### src/rtl/ahbl_exclusive_monitor_pkg.sv
// Shared AHB-Lite encodings and helpers for the exclusive-access monitor.
// Holds the HTRANS/HRESP codes, the master-ID width and the slot-index width helper.
package ahbl_exclusive_monitor_pkg;

   localparam int W_HMASTER = 8;

   typedef enum logic [1:0] {
      HTRANS_IDLE   = 2'b00,
      HTRANS_BUSY   = 2'b01,
      HTRANS_NONSEQ = 2'b10,
      HTRANS_SEQ    = 2'b11
   } htrans_e;

   localparam logic HRESP_OKAY  = 1'b0;
   localparam logic HRESP_ERROR = 1'b1;

   function automatic int idx_width(input int n);
      return (n > 1) ? $clog2(n) : 1;
   endfunction

endpackage

### src/rtl/ahbl_exmon_slot.sv
// One reservation entry of the exclusive monitor: a valid flag plus a granule tag.
// A set always wins over an own clear or a snooped-write clear in the same cycle.
module ahbl_exmon_slot #(
   parameter int W_TAG = 29
) (
   input  logic             clk,
   input  logic             rst_n,
   input  logic             set,
   input  logic             clr_own,
   input  logic             snoop_wr,
   input  logic [W_TAG-1:0] tag_in,
   output logic             valid,
   output logic             match
);

   logic [W_TAG-1:0] tag_q;

   always_ff @(posedge clk or negedge rst_n) begin
      if (!rst_n) begin
         valid <= 1'b0;
         tag_q <= '0;
      end else if (set) begin
         valid <= 1'b1;
         tag_q <= tag_in;
      end else if (clr_own || (snoop_wr && match)) begin
         valid <= 1'b0;
      end
   end

   assign match = valid && (tag_q == tag_in);

endmodule

### src/rtl/ahbl_exclusive_monitor.sv
// Global exclusive-access monitor between a crossbar port and one memory slave.
// Optional build macro EXMON_STATS_EN adds saturating pass/fail counters (stat_pass, stat_fail).
module ahbl_exclusive_monitor
   import ahbl_exclusive_monitor_pkg::*;
#(
   parameter int N_MASTERS    = 2,
   parameter int W_ADDR       = 32,
   parameter int W_DATA       = 32,
   parameter int GRANULE_LOG2 = 3
) (
   input  logic                 clk,
   input  logic                 rst_n,
   input  logic                 src_hready,
   output logic                 src_hready_resp,
   output logic                 src_hresp,
   input  logic [W_ADDR-1:0]    src_haddr,
   input  logic                 src_hwrite,
   input  logic [1:0]           src_htrans,
   input  logic [2:0]           src_hsize,
   input  logic [2:0]           src_hburst,
   input  logic [3:0]           src_hprot,
   input  logic                 src_hmastlock,
   input  logic [W_DATA-1:0]    src_hwdata,
   input  logic                 src_hexcl,
   input  logic [W_HMASTER-1:0] src_hmaster,
   output logic                 src_hexokay,
   output logic                 dst_hready,
   input  logic                 dst_hready_resp,
   input  logic                 dst_hresp,
   output logic [W_ADDR-1:0]    dst_haddr,
   output logic                 dst_hwrite,
   output logic [1:0]           dst_htrans,
   output logic [2:0]           dst_hsize,
   output logic [2:0]           dst_hburst,
   output logic [3:0]           dst_hprot,
   output logic                 dst_hmastlock,
   output logic [W_DATA-1:0]    dst_hwdata,
   input  logic [W_DATA-1:0]    dst_hrdata,
`ifdef EXMON_STATS_EN
   output logic [15:0]          stat_pass,
   output logic [15:0]          stat_fail,
`endif
   output logic [W_DATA-1:0]    src_hrdata
);

   localparam int IDXW  = idx_width(N_MASTERS);
   localparam int W_TAG = W_ADDR - GRANULE_LOG2;

   logic [W_TAG-1:0]     tag;
   logic [IDXW-1:0]      idx;
   logic                 idx_ok;
   logic                 accept;
   logic                 excl_wr_acc;
   logic                 own_match;
   logic                 suppress;
   logic                 fwd_wr;
   logic                 okay_nxt;
   logic                 err_clr;
   logic [N_MASTERS-1:0] set_vec;
   logic [N_MASTERS-1:0] clr_vec;
   logic [N_MASTERS-1:0] valid_vec;
   logic [N_MASTERS-1:0] match_vec;

   logic                 excl_dp;
   logic                 wr_dp;
   logic                 okay_dp;
   logic [IDXW-1:0]      idx_dp;
   logic                 idx_ok_dp;

   assign src_hready_resp = dst_hready_resp;
   assign src_hresp       = dst_hresp;
   assign src_hrdata      = dst_hrdata;
   assign dst_hready      = src_hready;
   assign dst_haddr       = src_haddr;
   assign dst_hwrite      = src_hwrite;
   assign dst_hsize       = src_hsize;
   assign dst_hburst      = src_hburst;
   assign dst_hprot       = src_hprot;
   assign dst_hmastlock   = src_hmastlock;
   assign dst_hwdata      = src_hwdata;

   assign tag         = src_haddr[W_ADDR-1:GRANULE_LOG2];
   assign idx         = src_hmaster[IDXW-1:0];
   assign idx_ok      = (32'(src_hmaster) < 32'(N_MASTERS));
   assign accept      = src_hready && src_htrans[1];
   assign excl_wr_acc = accept && src_hexcl && src_hwrite;
   assign own_match   = idx_ok && match_vec[idx];
   assign suppress    = excl_wr_acc && !own_match;
   assign fwd_wr      = accept && src_hwrite && !suppress;
   assign okay_nxt    = src_hexcl && (src_hwrite ? own_match : idx_ok);
   assign dst_htrans  = suppress ? HTRANS_IDLE : src_htrans;

   // A failed exclusive read drops its reservation once the error response completes.
   assign err_clr = src_hready && excl_dp && !wr_dp && idx_ok_dp && (dst_hresp == HRESP_ERROR);

   always_comb begin
      set_vec = '0;
      clr_vec = '0;
      for (int i = 0; i < N_MASTERS; i++) begin
         if (idx_ok && (idx == IDXW'(i))) begin
            set_vec[i] = accept && src_hexcl && !src_hwrite;
            clr_vec[i] = excl_wr_acc;
         end
         if (err_clr && (idx_dp == IDXW'(i))) begin
            clr_vec[i] = 1'b1;
         end
      end
   end

   for (genvar i = 0; i < N_MASTERS; i++) begin : g_slot
      ahbl_exmon_slot #(.W_TAG(W_TAG)) u_slot (
         .clk      (clk),
         .rst_n    (rst_n),
         .set      (set_vec[i]),
         .clr_own  (clr_vec[i]),
         .snoop_wr (fwd_wr),
         .tag_in   (tag),
         .valid    (valid_vec[i]),
         .match    (match_vec[i])
      );
   end

   always_ff @(posedge clk or negedge rst_n) begin
      if (!rst_n) begin
         excl_dp   <= 1'b0;
         wr_dp     <= 1'b0;
         okay_dp   <= 1'b0;
         idx_dp    <= '0;
         idx_ok_dp <= 1'b0;
      end else if (src_hready) begin
         if (src_htrans[1]) begin
            excl_dp   <= src_hexcl;
            wr_dp     <= src_hwrite;
            okay_dp   <= okay_nxt;
            idx_dp    <= idx;
            idx_ok_dp <= idx_ok;
         end else begin
            excl_dp   <= 1'b0;
            wr_dp     <= 1'b0;
            okay_dp   <= 1'b0;
            idx_ok_dp <= 1'b0;
         end
      end
   end

   assign src_hexokay = okay_dp && dst_hready_resp && (dst_hresp == HRESP_OKAY);

`ifdef EXMON_STATS_EN
   logic wr_done;
   logic wr_pass;

   assign wr_done = src_hready && excl_dp && wr_dp;
   assign wr_pass = okay_dp && (dst_hresp == HRESP_OKAY);

   always_ff @(posedge clk or negedge rst_n) begin
      if (!rst_n) begin
         stat_pass <= '0;
         stat_fail <= '0;
      end else if (wr_done) begin
         if (wr_pass && (stat_pass != 16'hffff)) stat_pass <= stat_pass + 16'd1;
         if (!wr_pass && (stat_fail != 16'hffff)) stat_fail <= stat_fail + 16'd1;
      end
   end
`endif

endmodule

### config.mk
export PLATFORM = sky130hd
export DESIGN_NAME = ahbl_exclusive_monitor
export DESIGN_NICKNAME = d
export VERILOG_FILES = /design/src/rtl/ahbl_exclusive_monitor_pkg.sv /design/src/rtl/ahbl_exmon_slot.sv /design/src/rtl/ahbl_exclusive_monitor.sv
export SDC_FILE = /design/constraint.sdc
export NUM_CORES = 1
export LEC_CHECK = 0
export ABC_AREA = 1
export BUFFER_PORTS_ARGS = -buffer_cell sky130_fd_sc_hd__buf_2
export CORE_UTILIZATION = 36
export CTS_CLUSTER_SIZE = 25
export DETAILED_ROUTE_END_ITERATION = 6
export PLACE_DENSITY = 0.68
export REMOVE_ABC_BUFFERS = 1
export SETUP_SLACK_MARGIN = 0.05
export SYNTH_ARGS = -nofsm -noshare
export SYNTH_HDL_FRONTEND = slang
export SYNTH_SLANG_ARGS = --single-unit
export TNS_END_PERCENT = 30
### constraint.sdc
create_clock -name clk -period 1.5 [get_ports clk]
set_clock_uncertainty 0.15 [all_clocks]
set_input_delay 0.15 -clock clk [delete_from_list [all_inputs] [get_ports clk]]
set_output_delay 0.15 -clock clk [all_outputs]
set_load 0.02 [all_outputs]
# Word-level counts from Yosys, hierarchy flattened
# Index checks and enable logic that the tools add are counted.
dict set report totals {
  reg_bits 65
  out_inout_bits 114
  word_cells 66
}
dict set report classes {
  n_lt_le_gt_ge 2
  n_eq_ne 2
  mux 18
  bitwise 3
  n_reduce_logical 32
}
# op count
set ops {}
lappend ops {{$eq A29 B29 Y1} 2}
lappend ops {{$logic_and A1 B1 Y1} 23}
lappend ops {{$mux W1} 17}
lappend ops {{$lt A8 B2 Y1 const B} 1}
lappend ops {{$logic_not A1 Y1} 4}
lappend ops {{$reduce_bool A2 Y1} 2}
lappend ops {{$not A1 Y1} 3}
lappend ops {{$logic_or A1 B1 Y1} 2}
lappend ops {{$lt A1 B2 Y1 const B} 1}
lappend ops {{$mux W2} 1}
lappend ops {{$reduce_and A2 Y1} 1}

# Logic depth before layout (Yosys ltp)
# Gate-level depths: netlist of run 1.
dict set report depth {
  ltp_word 13
  depth_mapped 13
  mapped_depth_nobuf 13
}

# Modules after synthesis
# A second synthesis of run 1 with hierarchy kept.
dict set report hier_totals {
  cells_unflattened 774
  area_unflattened_um2 4954.8
}
# module instances cells_per_inst area_each_um2 seq_area_each_um2
set by_module_without_submodules {}
lappend by_module_without_submodules {ahbl_exmon_slot 2 305 1874.3 750.7}
lappend by_module_without_submodules {ahbl_exclusive_monitor 1 164 1206.2 125.1}

# Least setup slack after synthesis of run 1
# No wires, ideal clock.
dict set report synth_path {
  path_type {reg2out}
  start {register g_slot[0].u_slot.tag_q[10]}
  end {output port dst_htrans[0]}
  t_arrival_ns 1.209
  required_time_ns 1.200
  path_slack_ns -0.009
  stages_incl_launch_ff 10
  path_buffers 0
  cell_sequence {dfrtp_1 xnor2_1 nand2_1 nor2_1 nand2_1 nor2_1 nand3_1 nand3_2 nand2_1 inv_1}
}
dict set report synth_via {
  elab_chain_len 8
}
# element line_no
set synth_lines {}
lappend synth_lines {{from (decl)} ahbl_exmon_slot.sv:16} ;# logic [W_TAG-1:0] tag_q;
lappend synth_lines {{from (signal assigned)} ahbl_exmon_slot.sv:24} ;# tag_q <= tag_in;
lappend synth_lines {{$eq A29 B29 Y1} ahbl_exmon_slot.sv:30} ;# assign match = valid && (tag_q == tag_in);
lappend synth_lines {{$logic_and A1 B1 Y1} ahbl_exmon_slot.sv:30}
lappend synth_lines {{$mux W1 (not written as such) (2 in a row)} ahbl_exclusive_monitor.sv:87} ;# assign own_match = idx_ok && match_vec[idx];
lappend synth_lines {{$logic_and A1 B1 Y1} ahbl_exclusive_monitor.sv:87}
lappend synth_lines {{$logic_not A1 Y1} ahbl_exclusive_monitor.sv:88} ;# assign suppress = excl_wr_acc && !own_match;
lappend synth_lines {{$logic_and A1 B1 Y1} ahbl_exclusive_monitor.sv:88}
lappend synth_lines {{$mux W2} ahbl_exclusive_monitor.sv:91} ;# assign dst_htrans = suppress ? HTRANS_IDLE : src_htrans;
lappend synth_lines {{to (decl)} ahbl_exclusive_monitor.sv:32} ;# output logic [1:0] dst_htrans,
# Every way passes these cells. The select of a mux whose other input is x is not followed.

# Final worst setup path of run 1
dict set report layout_path {
  start {register g_slot[0].u_slot.tag_q[21]}
  end {output port dst_htrans[1]}
}
# Same word-level chain as after synthesis.

==> flow_summary_export.csv, run 1 <==
group,metric,value,unit
clocking,cts_buffers,9,
route,ant_nets,0,
worst_setup_path,r2r-end,"g_slot[0].u_slot.valid$_DFFE_PN0P_",
global_route,gr-total-overflow,0,
worst_setup_path,worst-path-stages,10,
synth,yosys_warnings,0,
pwr,p_leak,0.00275,uW
route,wl_per_cell,19.8,um
outcome,violations,"setup timing",
worst_setup_path,critPathTopFamily,"simple AND/OR/NAND/NOR gates",
pwr,power_density,848,nW/um^2
synth,synth_cells,678,
worst_setup_path,critPathArrivalTime,1.78,ns
floorplan,die_w,115,um
floorplan,die_y,115,um
synth,ys_seq_area_share,35.2,%
placement,dp.cells,859,
clocking,root_buffer,"clkbuf_16",
route,dr_total_vias,4018,
sta,worst-slew-pin-transition,0.363,ns
cells_and_area,stdcell_count,885,
cells_and_area,nNetsFinal,836,
floorplan,dieArea,13300,um^2
synth,synthesis.area,4610,um^2
cells_and_area,mostFrequentLayoutCells,"nand2_1, inv_1, buf_2, dfrtp_1, buf_4",
clocking,insertion_delay,0.33,ns
worst_setup_path,crit_chain,"nand2_1 -> nand4_1 -> nor2_2 -> nand2_1 -> nor2_1 -> nand3_1 -> nand3_2 -> nand2_1 -> inv_1 -> buf_6",
cells_and_area,drive_above_1_share,26.5,%
sta,period_share,139,%
pwr,ir_drop,0.000418,V
placement,portBuffers,81,
floorplan,io_pins,238,
worst_setup_path,critPathLaunchType,"register",
global_route,grt_usage,27.2,%
floorplan,rows,40,
cells_and_area,area_delta_synth_final,14.2,%
outcome,status,"finished with violations",
worst_setup_path,r2r_slack,-0.31,ns
floorplan,initial_core_util,37.6,%
route,dr.pass1.iters,4,
worst_setup_path,reg2regPathDepth,10,
cells_and_area,diodes,0,
global_route,grt_max_degree,66,
sta,hold_viol,0,
synth,avgSynthCellArea,6.81,um^2
cells_and_area,final_common_cell,"nand2_1",
route,drt_iter0_markers,242,
route,drt-vias-per-instance,4.54,
placement,place_congestion,0.863,
worst_setup_path,cp_num_buf_inv,2,
worst_setup_path,path_max_fanout,3,
worst_setup_path,crit_start,"g_slot[0].u_slot.tag_q[21]$_DFFE_PN0P_",
worst_setup_path,slowest_stage,"dfrtp_1",
worst_setup_path,cp-end-kind,"primary output",
worst_setup_path,critPathKind,"reg2out",
run,max-cap-violations,0,
sta,fin_ws,-0.583,ns
sta,fin_setup_tns,-1.91,ns
global_route,antenna_found_initial,0,
clocking,clk_pin_slew_worst_paths,0.05,ns
route,drc_errors,0,
global_route,grt_pass1_vias,3753,
clocking,cts_tree,"built",
clocking,cts_sinks,65,
worst_setup_path,cpPeakStageDelay,0.39,ns
route,wirelength,17500,um
worst_hold_path,worstHoldStart,"src_haddr[29]",
sta,final-setup-viol-count,5,
worst_setup_path,crit_top_cell,"nand2_1",
clocking,cts.htree.levels,3,
synth,ys_seq_elements,65,
floorplan,core-area,12300,um^2
worst_setup_path,endpoint,"dst_htrans[1]",
worst_setup_path,cp_data_required_time,1.20,ns
global_route,grt_pass1_wl,24900,um
sta,min_period,2.08,ns
worst_setup_path,r2r_start,"g_slot[0].u_slot.tag_q[26]$_DFFE_PN0P_",
sta,clock.fmax,480,MHz
placement,dpl.hpwl,14100,um
sta,slew_violations,0,
worst_hold_path,hold_path.class,"in2reg",
synth,yosysUniqueCellTypes,28,
sta,max-slew-margin-rel,75.8,%
sta,rsz0062_at_grt,"yes",
placement,post-place-ws,-0.305,ns
clocking,cts_buffer_depth,2,
pwr,p_total,4470,uW
[repair_timing]
action,CTS,global route
gates resized for setup,19,9
hold buffers,5,0
setup buffers,4,1
setup endpoints to repair,5,5
hold endpoints to repair,70,0
pin swaps,9,5
[sequential cells by signal (all words and copies together) (netlist names)]
signal	cells
g_slot.u_slot.tag_q	58
idx_dp	1
wr_dp	1
okay_dp	1
excl_dp	1
g_slot.u_slot.valid	2
idx_ok_dp	1
[logic make-up after synthesis]
kind of cell           count (synthesis)  synth area share, %
AND/OR/NAND/NOR                      311                 27.2
buffers and inverters                223                 28.0
AO/OA/AOI/OAI                         68                 7.48
flip-flops                            65                 35.2
XOR/XNOR                              11                 2.09
[final cells by class]
type / count / area, um^2
inverters: 100 / 375
well taps: 168 / 210
repair buffers: 146 / 968
multi-input cells: 390 / 1800
clock buffers: 13 / 250
fillers: 1275 / 6990
clock inverters: 3 / 40.0
flip-flops and latches: 65 / 1630
[metal layers]
layer	track usage (%)	wire, um	share of wire, %
met2	39.1	7180	41
met4	6.67	282	1.6
met1	25.9	6030	34
met3	28.2	3840	22
met5	11.9	212	1.2
[worst min-delay path by stage]
stage | endpoint | slack (ns) | cells after the start
global placement | g_slot[1].u_slot.tag_q[19]$_DFFE_PN0P_ | 0.05 | 2
detailed placement | g_slot[1].u_slot.tag_q[0]$_DFFE_PN0P_ | 0.05 | 2
finish | g_slot[0].u_slot.tag_q[26]$_DFFE_PN0P_ | 0.003 | 3
CTS | g_slot[0].u_slot.tag_q[26]$_DFFE_PN0P_ | 0.002 | 3
floorplan | excl_dp$_DFFE_PN0P_ | -0.30 | 0
global route | g_slot[0].u_slot.tag_q[26]$_DFFE_PN0P_ | 0.02 | 3
[synthesized netlist by cell type]
cell / number / area share [%]
nand2_2: 2 / 0.27
nand3b_1: 1 / 0.16
clkbuf_1: 1 / 0.081
buf_2: 5 / 0.54
xnor2_1: 10 / 1.9
inv_1: 96 / 7.8
nand3_1: 14 / 1.5
nand3_2: 2 / 0.43
nor3_1: 3 / 0.33
o21ai_1: 35 / 3.8
dfrtp_1: 65 / 35
nor2_2: 2 / 0.27
nand2_1: 232 / 19
o22ai_1: 1 / 0.14
clkbuf_2: 2 / 0.22
nor3_2: 1 / 0.22
o21ai_0: 30 / 3.3
inv_2: 4 / 0.33
a21oi_1: 1 / 0.11
nor2_1: 41 / 3.3
o311ai_0: 1 / 0.19
nor4_1: 2 / 0.27
buf_4: 111 / 18
nand4_1: 8 / 1.1
or2_2: 1 / 0.14
xor2_1: 1 / 0.19
and2_1: 2 / 0.27
buf_6: 4 / 0.98
[report_power, final]
group | total, uW | switching, uW | internal, uW
Clock | 2070 | 738 | 1330
Sequential | 1790 | 15.6 | 1780
Combinational | 609 | 356 | 254
Total | 4470 | 1110 | 3360
[per-stage QoR]
| stage | cell area [um^2] | hold WS (ns) | utilization [%] |
|---|---|---|---|
| 2_1_floorplan | 3700 | -0.296 | - |
| 3_3_place_gp | 4780 | 0.0521 | 38.9 |
| 3_5_place_dp | 4780 | 0.0525 | 38.9 |
| 4_1_cts | 5240 | 0.00233 | 42.7 |
| 5_1_grt | 5270 | 0.0156 | 43.0 |
| 6_report | 5270 | 0.00322 | 43.0 |
[worst min-delay path: cells and delay by family]
family / cells / cell delay (ns)
AOI/OAI and AO/OA: 1 / 0.07
buffers and inverters: 2 / 0.21
Power figures use the tool's default switching activity.
==> run 2: changes to the inputs <==
Settings changed: BUFFER_PORTS_ARGS -buffer_cell sky130_fd_sc_hd__buf_2 to -buffer_cell sky130_fd_sc_hd__buf_4.
==> run 2 against run 1 <==
  * The run still ends with setup timing left
  * Worst hold slack gained 0.0030 ns
  * Sequential power is essentially flat
  * Final cell count grew 0.11%
  * First-iteration DRC count grew 13%
  * Worst setup slack lost 0.0095 ns
  * Clock-buffer cell count shrank 1
  * Sequential cell count is the same
  * Die area is the same
  * Critical endpoint is now dst_htrans[0]
  * Largest cell class unchanged
==> flow_summary_export.csv, run 2 (synthesis gave the netlist of run 1 again) <==
group,metric,value,unit
route,ant_nets,0,
floorplan,dieArea,13300,um^2
worst_setup_path,critPathKind,"reg2out",
cells_and_area,area_delta_synth_final,18.8,%
pwr,power_frac_seq,39.1,%
outcome,violations,"setup timing",
placement,dpl.hpwl,14400,um
cells_and_area,num-fill-cells,1244,
worst_setup_path,cp_data_required_time,1.20,ns
sta,final-setup-viol-count,5,
worst_setup_path,crit_chain,"buf_4 -> nand2_1 -> nand4_1 -> nor2_1 -> nand2_1 -> nor2_1 -> nand3_2 -> nand3_4 -> nand2_2 -> inv_2 -> buf_6",
worst_setup_path,path_max_fanout,4,
clocking,cts_tree,"built",
clocking,cts_buffers,9,
route,drt_iter0_markers,274,
route,dr_total_vias,4098,
cells_and_area,drive_above_1_share,26.0,%
worst_setup_path,slowest_stage,"dfrtp_1",
clocking,cts.htree.levels,3,
route,wirelength,17600,um
floorplan,die_w,115,um
cells_and_area,utilization,44.7,%
sta,slew_violations,0,
cells_and_area,mostFrequentLayoutCells,"nand2_1, buf_4, inv_1, dfrtp_1, o21ai_1",
clocking,cts_sinks,65,
sta,period_share,139,%
pwr,power_density,835,nW/um^2
floorplan,initial_core_util,37.6,%
route,drc_errors,0,
pwr,p_int,3450,uW
cells_and_area,nNetsFinal,838,
sta,hold_viol,0,
floorplan,io_pins,238,
worst_setup_path,critPathLaunchType,"register",
placement,place_congestion,0.900,
global_route,grt_pass1_vias,3640,
sta,max-slew-margin-rel,77.7,%
worst_setup_path,cp-end-kind,"primary output",
pwr,p_leak,0.00282,uW
floorplan,core-area,12300,um^2
cells_and_area,regMostFlops,"g_slot.u_slot.tag_q",
cells_and_area,largestRegisters,"g_slot.u_slot.tag_q x58, g_slot.u_slot.valid x2",
pwr,switching_share,24.5,%
run,max-cap-violations,0,
global_route,grt_max_degree,50,
global_route,gr-total-overflow,0,
global_route,grt_usage,26.8,%
sta,rsz0062_at_grt,"yes",
global_route,grt_pass1_wl,24600,um
sta,min_period,2.09,ns
clocking,clk_pin_slew_worst_paths,0.05,ns
route,drt-vias-per-instance,4.63,
route,dr.pass1.iters,7,
cells_and_area,regArea,1630,um^2
clocking,cts_buffer_depth,2,
clocking,root_buffer,"clkbuf_16",
worst_setup_path,critPathArrivalTime,1.79,ns
cells_and_area,multi_input_area,1780,um^2
route,wl_per_cell,19.9,um
sta,clock.fmax,478,MHz
pwr,p_comb_share,14.7,%
pwr,ir_drop,0.000487,V
cells_and_area,largest_reg_flops,58,
worst_setup_path,cpPeakStageDelay,0.37,ns
pwr,power_frac_clock,46.2,%
clocking,insertion_delay,0.33,ns
global_route,antenna_found_initial,0,
cells_and_area,diodes,0,
floorplan,die_y,115,um
pwr,switching_power,1120,uW
cells_and_area,final_common_cell,"nand2_1",
placement,portBuffers,81,
sta,hold_ws,0.00624,ns
sta,worst-slew-pin-transition,0.334,ns
floorplan,rows,40,
outcome,status,"finished with violations",
worst_hold_path,hold_path.class,"in2reg",
sta,fin_ws,-0.592,ns
-- run 2: cell types whose count changed in the layout (fill, tap and decap cells not counted), sizes merged --
cell         change
clkbuf           -1
buf              -1
dlygate4sd3      +3
-- run 2: cell type report --
class | instances | share of cell area [%]
inverter | 100 | 6.85
timing repair buffer | 148 | 21.7
multi-input combinational | 390 | 32.5
tap | 168 | 3.84
clock inverter | 3 | 0.731
clock buffer | 12 | 4.68
sequential | 65 | 29.7
-- run 2: critical path: cells and delay by family, from the launching register on --
kind	cells	cell delay, ns
simple gates	8	0.80
flops	1	0.37
buf+inv	3	0.29
-- run 2: what timing repair did --
item,CTS,global route
hold endpoints to repair,74,0
hold buffers,8,0
gates resized for setup,10,15
pin swaps,9,10
setup endpoints to repair,5,5
buffers inserted,1,3
-- run 2: stage by stage --
stage / setup WS, ns / instances / total power (uW) / TNS (ns) / area, um^2
3_5_place_dp: -0.297 / 859 / 2450 / -1.24 / 4980
3_3_place_gp: -0.280 / 859 / 2450 / -1.10 / 4980
6_report: -0.592 / 886 / 4570 / -1.77 / 5480
2_1_floorplan: -0.0201 / 555 / 2010 / -0.345 / 3700
4_1_cts: -0.571 / 883 / 4590 / -1.56 / 5410
5_1_grt: -0.741 / 886 / 4750 / -2.47 / 5480
-- run 2: worst paths after layout --
kind	depth (start not counted)	end	slack, ns	start
max	11	dst_htrans[0]	-0.59	g_slot[0].u_slot.tag_q[21]$_DFFE_PN0P_
min	3	g_slot[0].u_slot.tag_q[7]$_DFFE_PN0P_	0.006	src_haddr[10]
max reg2reg	10	g_slot[0].u_slot.valid$_DFFE_PN0P_	-0.29	g_slot[0].u_slot.tag_q[10]$_DFFE_PN0P_
min reg2reg	2	wr_dp$_DFFE_PN0P_	0.34	wr_dp$_DFFE_PN0P_
max in group asynchronous	3	g_slot[1].u_slot.tag_q[8]$_DFFE_PN0P_	0.59	rst_n
min in group asynchronous	2	g_slot[1].u_slot.tag_q[0]$_DFFE_PN0P_	0.13	rst_n
-- run 2: routing by layer --
| metal | vias up | GRT usage, % | part of all wire (%) |
|---|---|---|---|
| li1 | 2009 | - | - |
| met5 | - | 11.5 | 0.97 |
| met1 | 1794 | 25.7 | 34 |
| met4 | 6 | 6.15 | 1.7 |
| met3 | 28 | 27.7 | 22 |
| met2 | 261 | 38.7 | 41 |
-- run 2: power groups by stage --
| stage | Sequential (uW) | Combinational (uW) | Clock [uW] |
|---|---|---|---|
| after floorplan | 1820 | 188 | 0 |
| after global placement | 1820 | 629 | 0 |
| after detailed placement | 1820 | 633 | 0 |
| after CTS | 1790 | 665 | 2140 |
| after global routing | 1790 | 739 | 2220 |
| final | 1790 | 670 | 2110 |
==> run 3: changes to the inputs <==
Settings changed: ABC_AREA 1 to unset, PLACE_DENSITY 0.68 to 0.7.
==> run 3 against run 2 <==
  * The run still ends with setup timing left
  * Register-to-register slack lost 0.47 ns
  * Clock power rose by 3%
  * Synthesized area decreased by 9.1%
  * First-iteration DRC count shrank 45%
  * Worst hold slack better by 0.013 ns
==> flow_summary_export.csv, run 3 <==
group,metric,value,unit
outcome,status,"finished with violations",
outcome,violations,"setup timing",
route,dr_total_vias,3070,
pwr,p_leak,0.00265,uW
synth,yosys_warnings,0,
worst_hold_path,hold_depth,3,
cells_and_area,diodes,0,
global_route,busiest_layer,"met2",
synth,yosysUniqueCellTypes,39,
floorplan,die_w,110,um
clocking,insertion_delay,0.33,ns
pwr,p_total,4610,uW
sta,slew_violations,0,
worst_setup_path,cp_data_required_time,1.20,ns
cells_and_area,nNetsFinal,556,
pwr,power_frac_seq,38.9,%
placement,portBuffers,81,
cells_and_area,utilization,48.2,%
route,dr.pass1.iters,4,
sta,hold_ws,0.0188,ns
sta,max-slew-margin-rel,73.3,%
worst_hold_path,hold_path.class,"in2reg",
sta,worst-slew-pin-transition,0.400,ns
worst_hold_path,worstHoldStart,"src_haddr[22]",
synth,synthesis.area,4190,um^2
worst_setup_path,critPathLaunchType,"register",
global_route,antenna_found_initial,0,
global_route,gr-total-overflow,0,
clocking,cts_sinks,65,
floorplan,initial_core_util,36.9,%
worst_setup_path,r2r_slack,-0.76,ns
worst_setup_path,r2r-end,"g_slot[0].u_slot.valid$_DFFE_PN0P_",
global_route,grt_pass1_wl,22900,um
worst_hold_path,whs_endpoint,"g_slot[1].u_slot.tag_q[19]$_DFFE_PN0P_",
route,wirelength,18000,um
sta,fin_ws,-1.03,ns
route,drc_errors,0,
route,drt-vias-per-instance,5.29,
clocking,cts_tree,"built",
synth,synth_common_cells,"buf_4, dfrtp_1, xnor2_1",
cells_and_area,mostFrequentLayoutCells,"buf_4, dfrtp_1, mux2_4, xnor2_1, dlygate4sd3_1",
worst_setup_path,reg2regPathDepth,8,
synth,synth_cells,376,
cells_and_area,final_common_cell,"buf_4",
pwr,power_density,841,nW/um^2
floorplan,io_pins,238,
synth,synth_area_leaders,"dfrtp_1, buf_4, xnor2_1",
global_route,grt_usage,28.9,%
sta,final-setup-viol-count,63,
route,wl_per_cell,31.0,um
synth,async_reset_ff_share,100,%
worst_setup_path,critPathArrivalTime,2.23,ns
worst_setup_path,cp-end-kind,"primary output",
sta,rsz0062_at_grt,"yes",
synth,ys_seq_area_share,38.8,%
route,drt_iter0_markers,151,
sta,period_share,169,%
global_route,grtUsageMet1,23.9,%
synth,ys_seq_elements,65,
global_route,grt_max_degree,31,
worst_setup_path,critPathKind,"reg2out",
placement,dpl.hpwl,13400,um
sta,hold_viol,0,
run,max-cap-violations,0,
pwr,p_comb_share,14.0,%
floorplan,core-area,11400,um^2
placement,place_congestion,0.873,
worst_setup_path,path_max_fanout,2,
floorplan,dieArea,12100,um^2
synth,synth_top_area_share,38.8,%
sta,min_period,2.53,ns
cells_and_area,largestRegisters,"g_slot.u_slot.tag_q x58, g_slot.u_slot.valid x2",
global_route,grt_use_met2,44.7,%
clocking,clk_pin_slew_worst_paths,0.06,ns
global_route,grtUsageMet3,29.2,%
synth,avgSynthCellArea,11.2,um^2
sta,clock.fmax,395,MHz
clocking,root_buffer,"clkbuf_16",
route,ant_nets,0,
pwr,switching_power,1090,uW
cells_and_area,drive_above_1_share,52.9,%
synth,synth_edf_count,0,
synth,synth_top_cell_by_area,"dfrtp_1",
cells_and_area,regMostFlops,"g_slot.u_slot.tag_q",
floorplan,rows,39,
synth,synth_ff_type,"dfrtp_1",
pwr,p_int,3530,uW
clocking,cts_buffers,9,
floorplan,die_y,110,um
pwr,power_frac_clock,47.2,%
global_route,grt_pass1_vias,3046,
synth,yosys.cell_count.top_type,"buf_4",
pwr,switching_share,23.5,%
worst_setup_path,r2r_start,"g_slot[1].u_slot.tag_q[15]$_DFFE_PN0P_",
pwr,ir_drop,0.000658,V
sta,fin_setup_tns,-12.05,ns
clocking,cts.htree.levels,3,
cells_and_area,area_delta_synth_final,30.8,%
clocking,cts_buffer_depth,2,
cells_and_area,largest_reg_flops,58,
-- run 3: what timing repair did --
item,in CTS,in global routing
endpoints found under the setup margin,60,63
gates resized for setup,15,48
buffers inserted,3,6
hold buffers,22,0
pin swaps,5,9
gates cloned,3,3
endpoints found under the hold margin,99,0
-- run 3: worst max path at each step --
stage                                                      start                               endpoint  cells after the start
final                     g_slot[1].u_slot.tag_q[15]$_DFFE_PN0P_                          dst_htrans[1]                      7
after global routing      g_slot[0].u_slot.tag_q[16]$_DFFE_PN0P_                          dst_htrans[1]                      8
after floorplan                                   src_hmaster[5]  g_slot[0].u_slot.tag_q[0]$_DFFE_PN0P_                      4
after CTS                 g_slot[1].u_slot.tag_q[25]$_DFFE_PN0P_                          dst_htrans[1]                      8
after global placement    g_slot[1].u_slot.tag_q[12]$_DFFE_PN0P_                          dst_htrans[1]                      8
after detailed placement  g_slot[1].u_slot.tag_q[13]$_DFFE_PN0P_                          dst_htrans[1]                      8
-- run 3: final cells by class --
class                      count  area [um^2]
fill                         987         5880
multi-input combinational    182         1870
sequential                    65         1630
timing repair buffer         163         1460
clock buffer                  14          274
tap                          143          179
inverter                      11         41.3
clock inverter                 2         35.0
-- run 3: power by group through the flow --
stage | clock network [uW] | logic (uW) | registers [uW]
2_1_floorplan | 0 | 131 | 1820
3_3_place_gp | 0 | 552 | 1820
5_1_grt | 2280 | 689 | 1790
4_1_cts | 2180 | 624 | 1790
3_5_place_dp | 0 | 561 | 1820
6_report | 2180 | 644 | 1790
-- run 3: kinds of logic (layout without fill, tap and decap cells) --
group / after synthesis / after routing / share of synthesized area [%]
compound gates: 22 / 22 / 3.91
xor+xnor: 49 / 49 / 10.2
buf+inv: 129 / 190 / 22.1
flops: 65 / 65 / 38.8
mux: 55 / 55 / 16.8
simple gates: 56 / 56 / 8.09
-- run 3: routing by layer --
metal	up-vias	part of all wire (%)
li1	1282	-
met3	27	23
met1	1504	28
met5	-	0.79
met4	6	3.2
met2	251	45
-- run 3: stage by stage --
stage | cell area [um^2] | std cells | setup slack [ns]
5_1_grt | 5490 | 580 | -1.09
2_1_floorplan | 3310 | 258 | -1.82
3_5_place_dp | 4480 | 528 | -0.696
3_3_place_gp | 4480 | 528 | -0.683
4_1_cts | 5180 | 572 | -1.00
6_report | 5490 | 580 | -1.03
-- run 3: critical path, cell delays in order (launching register included) --
cell      delay, ns
dfrtp_1        0.36
and2b_2        0.22
a2111o_1       0.37
nor4_2         0.27
a32oi_2        0.17
o211a_1        0.24
nor2b_1        0.12
buf_4          0.15
